===== src/rtl/life_sequencer.sv =====
// Control sequencer for a 16x16 Game of Life grid: holds the current generation,
// paces evolution (load/start/stop/step/rate). Optional macro: LIFE_AUTOSTOP_EN.
module life_sequencer #(
    parameter int GEN_W  = 16,
    parameter int RATE_W = 8
) (
    input  logic              clk,
    input  logic              reset,
    input  logic [255:0]      init_state,
    input  logic              load,
    input  logic              start,
    input  logic              stop,
    input  logic              step,
    input  logic [RATE_W-1:0] rate,
    input  logic [255:0]      grid_evolve,
    output logic [255:0]      grid,
    output logic [GEN_W-1:0]  gen_count,
    output logic              running,
    output logic              stable,
    output logic              extinct,
    output logic              halted
);

    typedef enum logic [1:0] {
        IDLE = 2'd0,
        RUN  = 2'd1,
        HALT = 2'd2
    } state_t;

    state_t              state_q, state_d;
    logic [255:0]        grid_q, grid_d;
    logic [GEN_W-1:0]    gen_q, gen_d;
    logic [RATE_W-1:0]   cnt_q, cnt_d;
    logic                apply_gen;
    logic                at_compare;

    always_ff @(posedge clk) begin
        if (reset) begin
            state_q <= IDLE;
            grid_q  <= '0;
            gen_q   <= '0;
            cnt_q   <= '0;
        end else begin
            state_q <= state_d;
            grid_q  <= grid_d;
            gen_q   <= gen_d;
            cnt_q   <= cnt_d;
        end
    end

    // Command priority is load > stop > start > step; a stop in IDLE still masks start/step.
    always_comb begin
        state_d    = state_q;
        grid_d     = grid_q;
        gen_d      = gen_q;
        cnt_d      = cnt_q;
        apply_gen  = 1'b0;
        at_compare = (cnt_q == rate);

        if (load) begin
            grid_d  = init_state;
            gen_d   = '0;
            cnt_d   = '0;
            state_d = IDLE;
        end else begin
            case (state_q)
                IDLE: begin
                    if (stop) begin
                        state_d = IDLE;
                    end else if (start) begin
                        state_d = RUN;
                        cnt_d   = '0;
                    end else if (step) begin
                        apply_gen = 1'b1;
                    end
                end
                RUN: begin
                    if (stop) begin
                        state_d = IDLE;
                        cnt_d   = '0;
                    end else if (at_compare) begin
                        cnt_d = '0;
`ifdef LIFE_AUTOSTOP_EN
                        if (stable || extinct) begin
                            state_d = HALT;
                        end else begin
                            apply_gen = 1'b1;
                        end
`else
                        apply_gen = 1'b1;
`endif
                    end else begin
                        cnt_d = cnt_q + 1'b1;
                    end
                end
                HALT: begin
                    state_d = HALT;
                end
                default: begin
                    state_d = IDLE;
                end
            endcase
        end

        // The grid keeps evolving even once the generation count has saturated.
        if (apply_gen) begin
            grid_d = grid_evolve;
            gen_d  = (gen_q == {GEN_W{1'b1}}) ? gen_q : gen_q + 1'b1;
        end
    end

    assign grid      = grid_q;
    assign gen_count = gen_q;
    assign running   = (state_q == RUN);
    assign stable    = (grid_evolve == grid_q);
    assign extinct   = (grid_q == '0);
`ifdef LIFE_AUTOSTOP_EN
    assign halted    = (state_q == HALT);
`else
    assign halted    = 1'b0;
`endif

endmodule


===== config.mk =====
export PLATFORM = sky130hd
export DESIGN_NAME = life_sequencer
export DESIGN_NICKNAME = d
export VERILOG_FILES = /design/src/rtl/life_sequencer.sv
export SDC_FILE = /design/constraint.sdc
export NUM_CORES = 1
export LEC_CHECK = 0
export CAP_MARGIN = 20
export CORE_AREA = 2 2 309 311
export DETAILED_ROUTE_END_ITERATION = 6
export DIE_AREA = 0 0 311 313
export DONT_BUFFER_PORTS = 1
export PLACE_DENSITY = 0.31
export SLEW_MARGIN = 0
export SYNTH_ARGS = -nofsm -noshare
export SYNTH_HDL_FRONTEND = slang
export SYNTH_SLANG_ARGS = --single-unit

===== constraint.sdc =====
create_clock -name clk -period 3.53 [get_ports clk]
set_input_delay 0.1765 -clock clk [delete_from_list [all_inputs] [get_ports clk]]
set_output_delay 0.1765 -clock clk [all_outputs]
set_load 0.05 [all_outputs]

==> impl_metrics.tcl, run 1 <==
set metrics [dict create \
    port_buffers 0 \
    cts.sinks 282 \
    hold_slack_ns 0.06945 \
    timing.max_slew.rel_slack 0.1788 \
    die_h_microns 313 \
    synth_seq_cells 282 \
    place_hpwl_microns 96780 \
    ant_nets 0 \
    ff2ff_setup_slack_ns 0.29 \
    setup_violations 1 \
    cts_tree "built" \
    grt_pass1_wl_microns 165700 \
    postSynthCellCount 2019 \
    powerDensity_mw_per_mm2 429.9 \
    wl_microns 123400 \
    cp-end-kind "primary output" \
    critPathRequiredTime_ns 3.35 \
    hp-start "stop" \
    outcome "complete, but fails checks" \
    critPathArrivalTime_ns 3.43 \
    clkLatencyLatePin_ns 0.60 \
    startpoint "grid[120]" \
    die_x_microns 311 \
    wire_per_inst_microns 31.24 \
    worstPathMaxFanout 4 \
    start_kind "flop" \
    dieArea_sq_mm 0.09734 \
    r2r-end "grid[32]" \
    rr_worst_depth 8 \
    via_count 18900 \
    areaGrowthSynthToFinish_pct 59.06 \
    postLayoutCellArea_sq_mm 0.02607 \
    path_cells "buf_6 > xor2_1 > nor4_2 > nand4_1 > or4_4 > nor4_4 > buf_4 > buf_8" \
    tns_ns -0.07882 \
    clk_pin_slew_worst_paths_ns 0.06 \
    via_per_inst 4.785 \
    fp-row-count 113 \
    fin_crit_sh 1.022 \
    drive_gt1_frac 0.1912 \
    clockBufferDepth 3 \
    report.final.slew_viol_count 0 \
    r2r_start "cnt_q[2]" \
    grtUsageTotal 0.2439 \
    path_class "reg -> out" \
    grt_max_degree 513 \
    fmax_mhz 277.1 \
    total_leakage_power_uw 0.01124 \
    first_pass_iters 5 \
    cts_root_buffer "clkbuf_16" \
    place.gp.congestion 0.8973 \
    synth_area_per_cell_sq_um 8.119 \
    placed_area_sq_mm 0.01961 \
    max_stage_delay_ns 0.57 \
    antenna_found_initial 5 \
    cts_setup_buffers 0 \
    gr-total-overflow 0 \
    drt_first_iter_violations 1299 \
    synth_cell_types 39 \
    min_path_type "in -> reg" \
    min_period_ns 3.609 \
    finalHoldViolations 0 \
    netlist_area_sq_mm 0.01639 \
    post-route-util 0.2769 \
    cp_slowest_cell "or4_4" \
    nets 3185 \
    worst_slew_pin_slew_ns 1.228 \
    h-tree-depth 2 \
    route.detailed.drc 0 \
    fin_skew_ns 0.01542 \
    synth_sequential_area_ratio 0.3444 \
    ys_warn_count 0 \
    core_area_sq_mm 0.09416 \
    violations "negative setup slack" \
    ir_worst_vdd_mv 0.3083 \
    grt_pass1_vias 19470 \
    io-pin-count 802 \
    syn_nets 2547 \
    initial_core_util 0.1741 \
    timing.final.ws_setup_ns -0.07882 \
    crit_end "stable" \
    p_total_uw 11210 \
    max_cap_violations 0 \
    rsz0062_at_grt "yes" \
    cts_buffers 41 \
]
## cell type report
class,count,area [sq um]
antenna,2,5.005
clock buffer,60,1177
clock inverter,9,76.32
fill,10250,68090
inverter,273,1025
multi-input combinational,1316,9603
sequential,282,5683
tap,1265,1583
timing repair buffer,743,6920
## sequential cells by signal (all words and copies together) (netlist names)
name / cells
cnt_q: 8
grid: 256
state_q: 2
gen_count: 16
## layout by cell type (no fill, tap or decap), types with 2 or more instances in the layout
cell type | Yosys | routed
dlygate4sd3_1 | 0 | 462
inv_1 | 273 | 273
nand2_1 | 269 | 268
buf_4 | 11 | 263
a21oi_1 | 257 | 257
dfxtp_1 | 282 | 256
xor2_1 | 190 | 178
a221oi_1 | 170 | 170
nor4_1 | 121 | 89
a221oi_2 | 89 | 89
xnor2_1 | 78 | 70
nand4_1 | 56 | 56
clkbuf_16 | 0 | 41
nor2_1 | 25 | 25
dfxtp_2 | 0 | 24
nor4_2 | 0 | 20
nor4_4 | 0 | 12
buf_12 | 0 | 12
clkbuf_1 | 119 | 11
xor2_2 | 0 | 9
and3_1 | 9 | 9
nand3_1 | 9 | 9
xnor2_2 | 0 | 8
clkbuf_8 | 0 | 8
clkinv_2 | 0 | 6
o22ai_1 | 5 | 5
o2bb2ai_1 | 4 | 4
a31oi_1 | 4 | 4
nor3_1 | 4 | 4
xor2_4 | 0 | 3
or3_1 | 3 | 3
buf_6 | 1 | 3
diode_2 | 0 | 2
or4_4 | 0 | 2
a22oi_1 | 2 | 2
or2_2 | 2 | 2
o21ai_0 | 2 | 2
ha_1 | 2 | 2
dfxtp_4 | 0 | 2
## metal layers
layer / vias up / part of all wire / GRT usage
met5: - / 0 / 0
met3: 145 / 0.074 / 0.06808
met2: 842 / 0.49 / 0.4327
li1: 8449 / - / -
met1: 9463 / 0.40 / 0.2845
met4: 0 / 0.032 / 0.07301
## timing repair
| item | in CTS | in global routing |
|---|---|---|
| pin swaps | 13 | 10 |
| endpoints found under the hold margin | 257 | 0 |
| hold buffers | 463 | 0 |
| resized for setup | 80 | 23 |
| endpoints found under the setup margin | 2 | 2 |
## where the power goes
| part | leakage [uW] | switching, uW | internal, uW |
|---|---|---|---|
| combinational | 0.00828 | 2130 | 1210 |
| clock | 0.000618 | 1770 | 2370 |
| sequential | 0.00235 | 328 | 3410 |
## stage by stage
step / std cells / worst slack [ns]
after global routing: 3950 / -0.09477
after CTS: 3948 / -0.06918
after global placement: 3415 / -0.7239
after detailed placement: 3416 / -0.3884
final: 3950 / -0.07882
after floorplan: 2019 / 0.08480
## how the worst min path moves through the flow
| stage | end | slack [ns] | cells after the start |
|---|---|---|---|
| after detailed placement | grid[88] | 0.27 | 1 |
| final | cnt_q[7] | 0.07 | 3 |
| after global placement | grid[86] | 0.27 | 1 |
| after CTS | cnt_q[5] | 0.02 | 3 |
| after global routing | cnt_q[5] | 0.09 | 3 |
| after floorplan | grid[205] | 0.33 | 2 |
## kinds of logic (layout without fill, tap and decap cells)
group / Yosys count / count (layout) / share of synthesized area
buffers and inverters: 421 / 1085 / 0.1007
multiplexers: 1 / 1 / 0.0006107
adder cells (fa/ha/maj): 2 / 2 / 0.001526
flip-flops: 282 / 282 / 0.3444
other: 1 / 3 / 0.0002288
XOR/XNOR: 268 / 268 / 0.1432
AO/OA/AOI/OAI: 538 / 538 / 0.2616
AND/OR/NAND/NOR: 506 / 506 / 0.1478
## cells in the mapped netlist
cell type / instances / area [sq um]
or2_2: 2 / 12.51
ha_1: 2 / 25.02
dfxtp_1: 282 / 5645
nor4_1: 121 / 757.0
xnor2_1: 78 / 683.2
buf_6: 1 / 11.26
or4_1: 2 / 15.01
clkbuf_1: 119 / 446.7
xor2_1: 190 / 1664
nor2_1: 25 / 93.84
a41oi_1: 1 / 8.760
mux2i_1: 1 / 10.01
and4_1: 1 / 8.760
a22oi_1: 2 / 15.01
a221oi_1: 170 / 1489
o22ai_1: 5 / 31.28
or3_1: 3 / 18.77
a31oi_1: 4 / 25.02
and2_1: 2 / 12.51
nor3b_1: 1 / 7.510
buf_2: 17 / 85.08
nand2b_1: 1 / 6.260
nand4b_1: 1 / 8.760
a21oi_1: 257 / 1286
nor3_1: 4 / 20.02
conb_1: 1 / 3.750
and3_1: 9 / 56.30
a21o_1: 1 / 7.510
o21a_1: 1 / 7.510
o2bb2ai_1: 4 / 35.03
o41ai_4: 1 / 27.53
inv_1: 273 / 1025
nand2_1: 269 / 1010
buf_4: 11 / 82.58
o21ai_0: 2 / 10.01
a221oi_2: 89 / 1336
a311oi_1: 1 / 8.760
nand3_1: 9 / 45.04
nand4_1: 56 / 350.3
## critical path: cells and delay by family (launching register included)
| kind | cells | cell delay [ns] |
|---|---|---|
| flops | 1 | 0.31 |
| xor+xnor | 1 | 0.23 |
| buf+inv | 3 | 0.52 |
| simple gates | 4 | 1.77 |
No activity file was read; power rests on OpenSTA's default activity.
==> inputs of run 2 (changes only) <==
CORE_AREA = 2 2 310 312   (was 2 2 309 311)
DIE_AREA = 0 0 312 314   (was 0 0 311 313)
==> impl_metrics.tcl, run 2 (same netlist as run 1, synthesis figures left out) <==
set metrics [dict create \
    wl_microns 127200 \
    antenna_found_initial 7 \
    critPathRequiredTime_ns 3.35 \
    finalHoldViolations 0 \
    ff2ff_setup_slack_ns 0.25 \
    max_cap_violations 0 \
    total_leakage_power_uw 0.01132 \
    placed_area_sq_mm 0.01952 \
    wire_per_inst_microns 32.13 \
    crit_end "stable" \
    gr-total-overflow 0 \
    cts.sinks 282 \
    fillCellCount 10370 \
    worst_slew_pin_slew_ns 1.606 \
    layout_commonest_cell "dlygate4sd3_1" \
    layout_common_cells "dlygate4sd3_1 (471), inv_1 (273), nand2_1 (268)" \
    fmax_mhz 295.1 \
    route.detailed.drc 0 \
    via_count 19050 \
    powerDensity_mw_per_mm2 451.1 \
    regArea_sq_mm 0.005680 \
    r2r-end "grid[158]" \
    nets 3190 \
    cts_tree "built" \
    min_period_ns 3.389 \
    timing.max_slew.rel_slack -0.07088 \
    ant_nets 0 \
    core_area_sq_mm 0.09445 \
    io-pin-count 802 \
    grt_pass1_vias 19380 \
    place.gp.congestion 0.9347 \
    dieArea_sq_mm 0.09797 \
    ir_worst_vdd_mv 0.2777 \
    fp-row-count 113 \
    drt_first_iter_violations 1362 \
    critPathArrivalTime_ns 3.21 \
    grt_pass1_wl_microns 168000 \
    crit_top_cell "nor4_4" \
    die_x_microns 312 \
    h-tree-depth 2 \
    drive_gt1_frac 0.1857 \
    highest_layer "met5" \
    cp-end-kind "primary output" \
    clkLatencyLatePin_ns 0.59 \
    rr_worst_depth 8 \
    die_h_microns 314 \
    r2r_start "cnt_q[2]" \
    port_buffers 0 \
    report.final.slew_viol_count 149 \
    areaGrowthSynthToFinish_pct 59.19 \
    cp_slowest_cell "or4_4" \
    cts_buffers 43 \
    clk_pin_slew_worst_paths_ns 0.06 \
    startpoint "grid[92]" \
    fin_crit_sh 0.9601 \
    setup_violations 0 \
    first_pass_iters 6 \
    violations "max-slew violations" \
    cts_root_buffer "clkbuf_16" \
    timing.final.ws_setup_ns 0.1408 \
    postLayoutCellArea_sq_mm 0.02609 \
    rsz0062_at_grt "no" \
    clockBufferDepth 3 \
    path_class "reg -> out" \
    start_kind "flop" \
    wl_met3_microns 9455 \
    multi_input_area_sq_mm 0.009397 \
    outcome "complete, but fails checks" \
    initial_core_util 0.1736 \
    min_path_type "in -> reg" \
    via_per_inst 4.811 \
    place_hpwl_microns 99180 \
    wl_met2_microns 63380 \
    max_stage_delay_ns 0.50 \
    grt_max_degree 512 \
    wl_met1_microns 51520 \
    place_ws_ns 0.07695 \
    path_cells "buf_4 > xor2_2 > nor4_4 > nand4_1 > or4_4 > nor4_4 > buf_6" \
    grtUsageTotal 0.2473 \
    fin_skew_ns 0.01793 \
    worstPathMaxFanout 4 \
    largest_register_ffs 256 \
    cts_setup_buffers 0 \
]
-- run 2: cell types whose count changed in the layout (fill, tap and decap cells not counted), moves of 4 or more --
cell | previous run | this run
clkbuf_16 | 41 | 45
bufinv_16 | 1 | 5
nor4_1 | 89 | 100
buf_12 | 12 | 8
dlygate4sd3_1 | 462 | 471
dfxtp_2 | 24 | 28
xor2_1 | 178 | 185
buf_4 | 263 | 258
xor2_2 | 9 | 5
nor4_4 | 12 | 6
nor4_2 | 20 | 15
-- run 2: worst min-delay path by stage --
stage	start	to	cells past startpoint
3_5_place_dp	reset	grid[236]	1
6_report	stop	cnt_q[5]	3
4_1_cts	stop	cnt_q[5]	3
5_1_grt	stop	cnt_q[5]	3
2_1_floorplan	init_state[205]	grid[205]	2
3_3_place_gp	reset	grid[89]	1
-- run 2: final cells by class --
cell class	instances	share of cell area
well taps	1265	0.06066
multi-input cells	1316	0.3601
clock buffers	64	0.04972
diodes	2	0.0001918
repair buffers	746	0.2648
flip-flops and latches	282	0.2177
clock inverters	12	0.007528
inverters	273	0.03927
-- run 2: where the power goes --
group	switching [uW]	leakage (uW)	total, uW	internal [uW]
registers	412	0.00235	3820	3410
logic	2060	0.00824	3250	1200
clock network	1800	0.000724	4700	2890
total	4270	0.0113	11800	7500
-- run 2: layer usage --
metal | global-route usage | vias to the layer above
met4 | 0.05365 | 4
met5 | 0 | -
li1 | - | 8489
met2 | 0.4422 | 905
met1 | 0.2942 | 9533
met3 | 0.06700 | 120
-- run 2: repair_timing --
| item | CTS | global route |
|---|---|---|
| pin swaps | 2 | 7 |
| endpoints found under the setup margin | 2 | 235 |
| cloned | 0 | 0 |
| hold buffers | 472 | 0 |
| hold endpoints to repair | 257 | 0 |
| resized for setup | 39 | 34 |
-- run 2: critical path, delay by kind of cell (launching register included) --
| family | cells | cell delay (ns) |
|---|---|---|
| AND/OR/NAND/NOR | 4 | 1.67 |
| XOR/XNOR | 1 | 0.24 |
| buffers and inverters | 2 | 0.42 |
| flip-flops | 1 | 0.30 |
-- run 2: through the flow --
stage / cells / total power [uW] / utilization / hold WS (ns) / setup TNS (ns)
finish: 3960 / 11770 / 0.2763 / 0.08694 / 0
global route: 3960 / 12190 / 0.2763 / 0.07963 / 0
CTS: 3957 / 11930 / 0.2747 / 0.03841 / 0
detailed placement: 3409 / 6579 / 0.2067 / 0.2787 / 0
global placement: 3405 / 6561 / 0.2064 / 0.2832 / -0.3835
floorplan: 2019 / 5396 / - / 0.3309 / 0
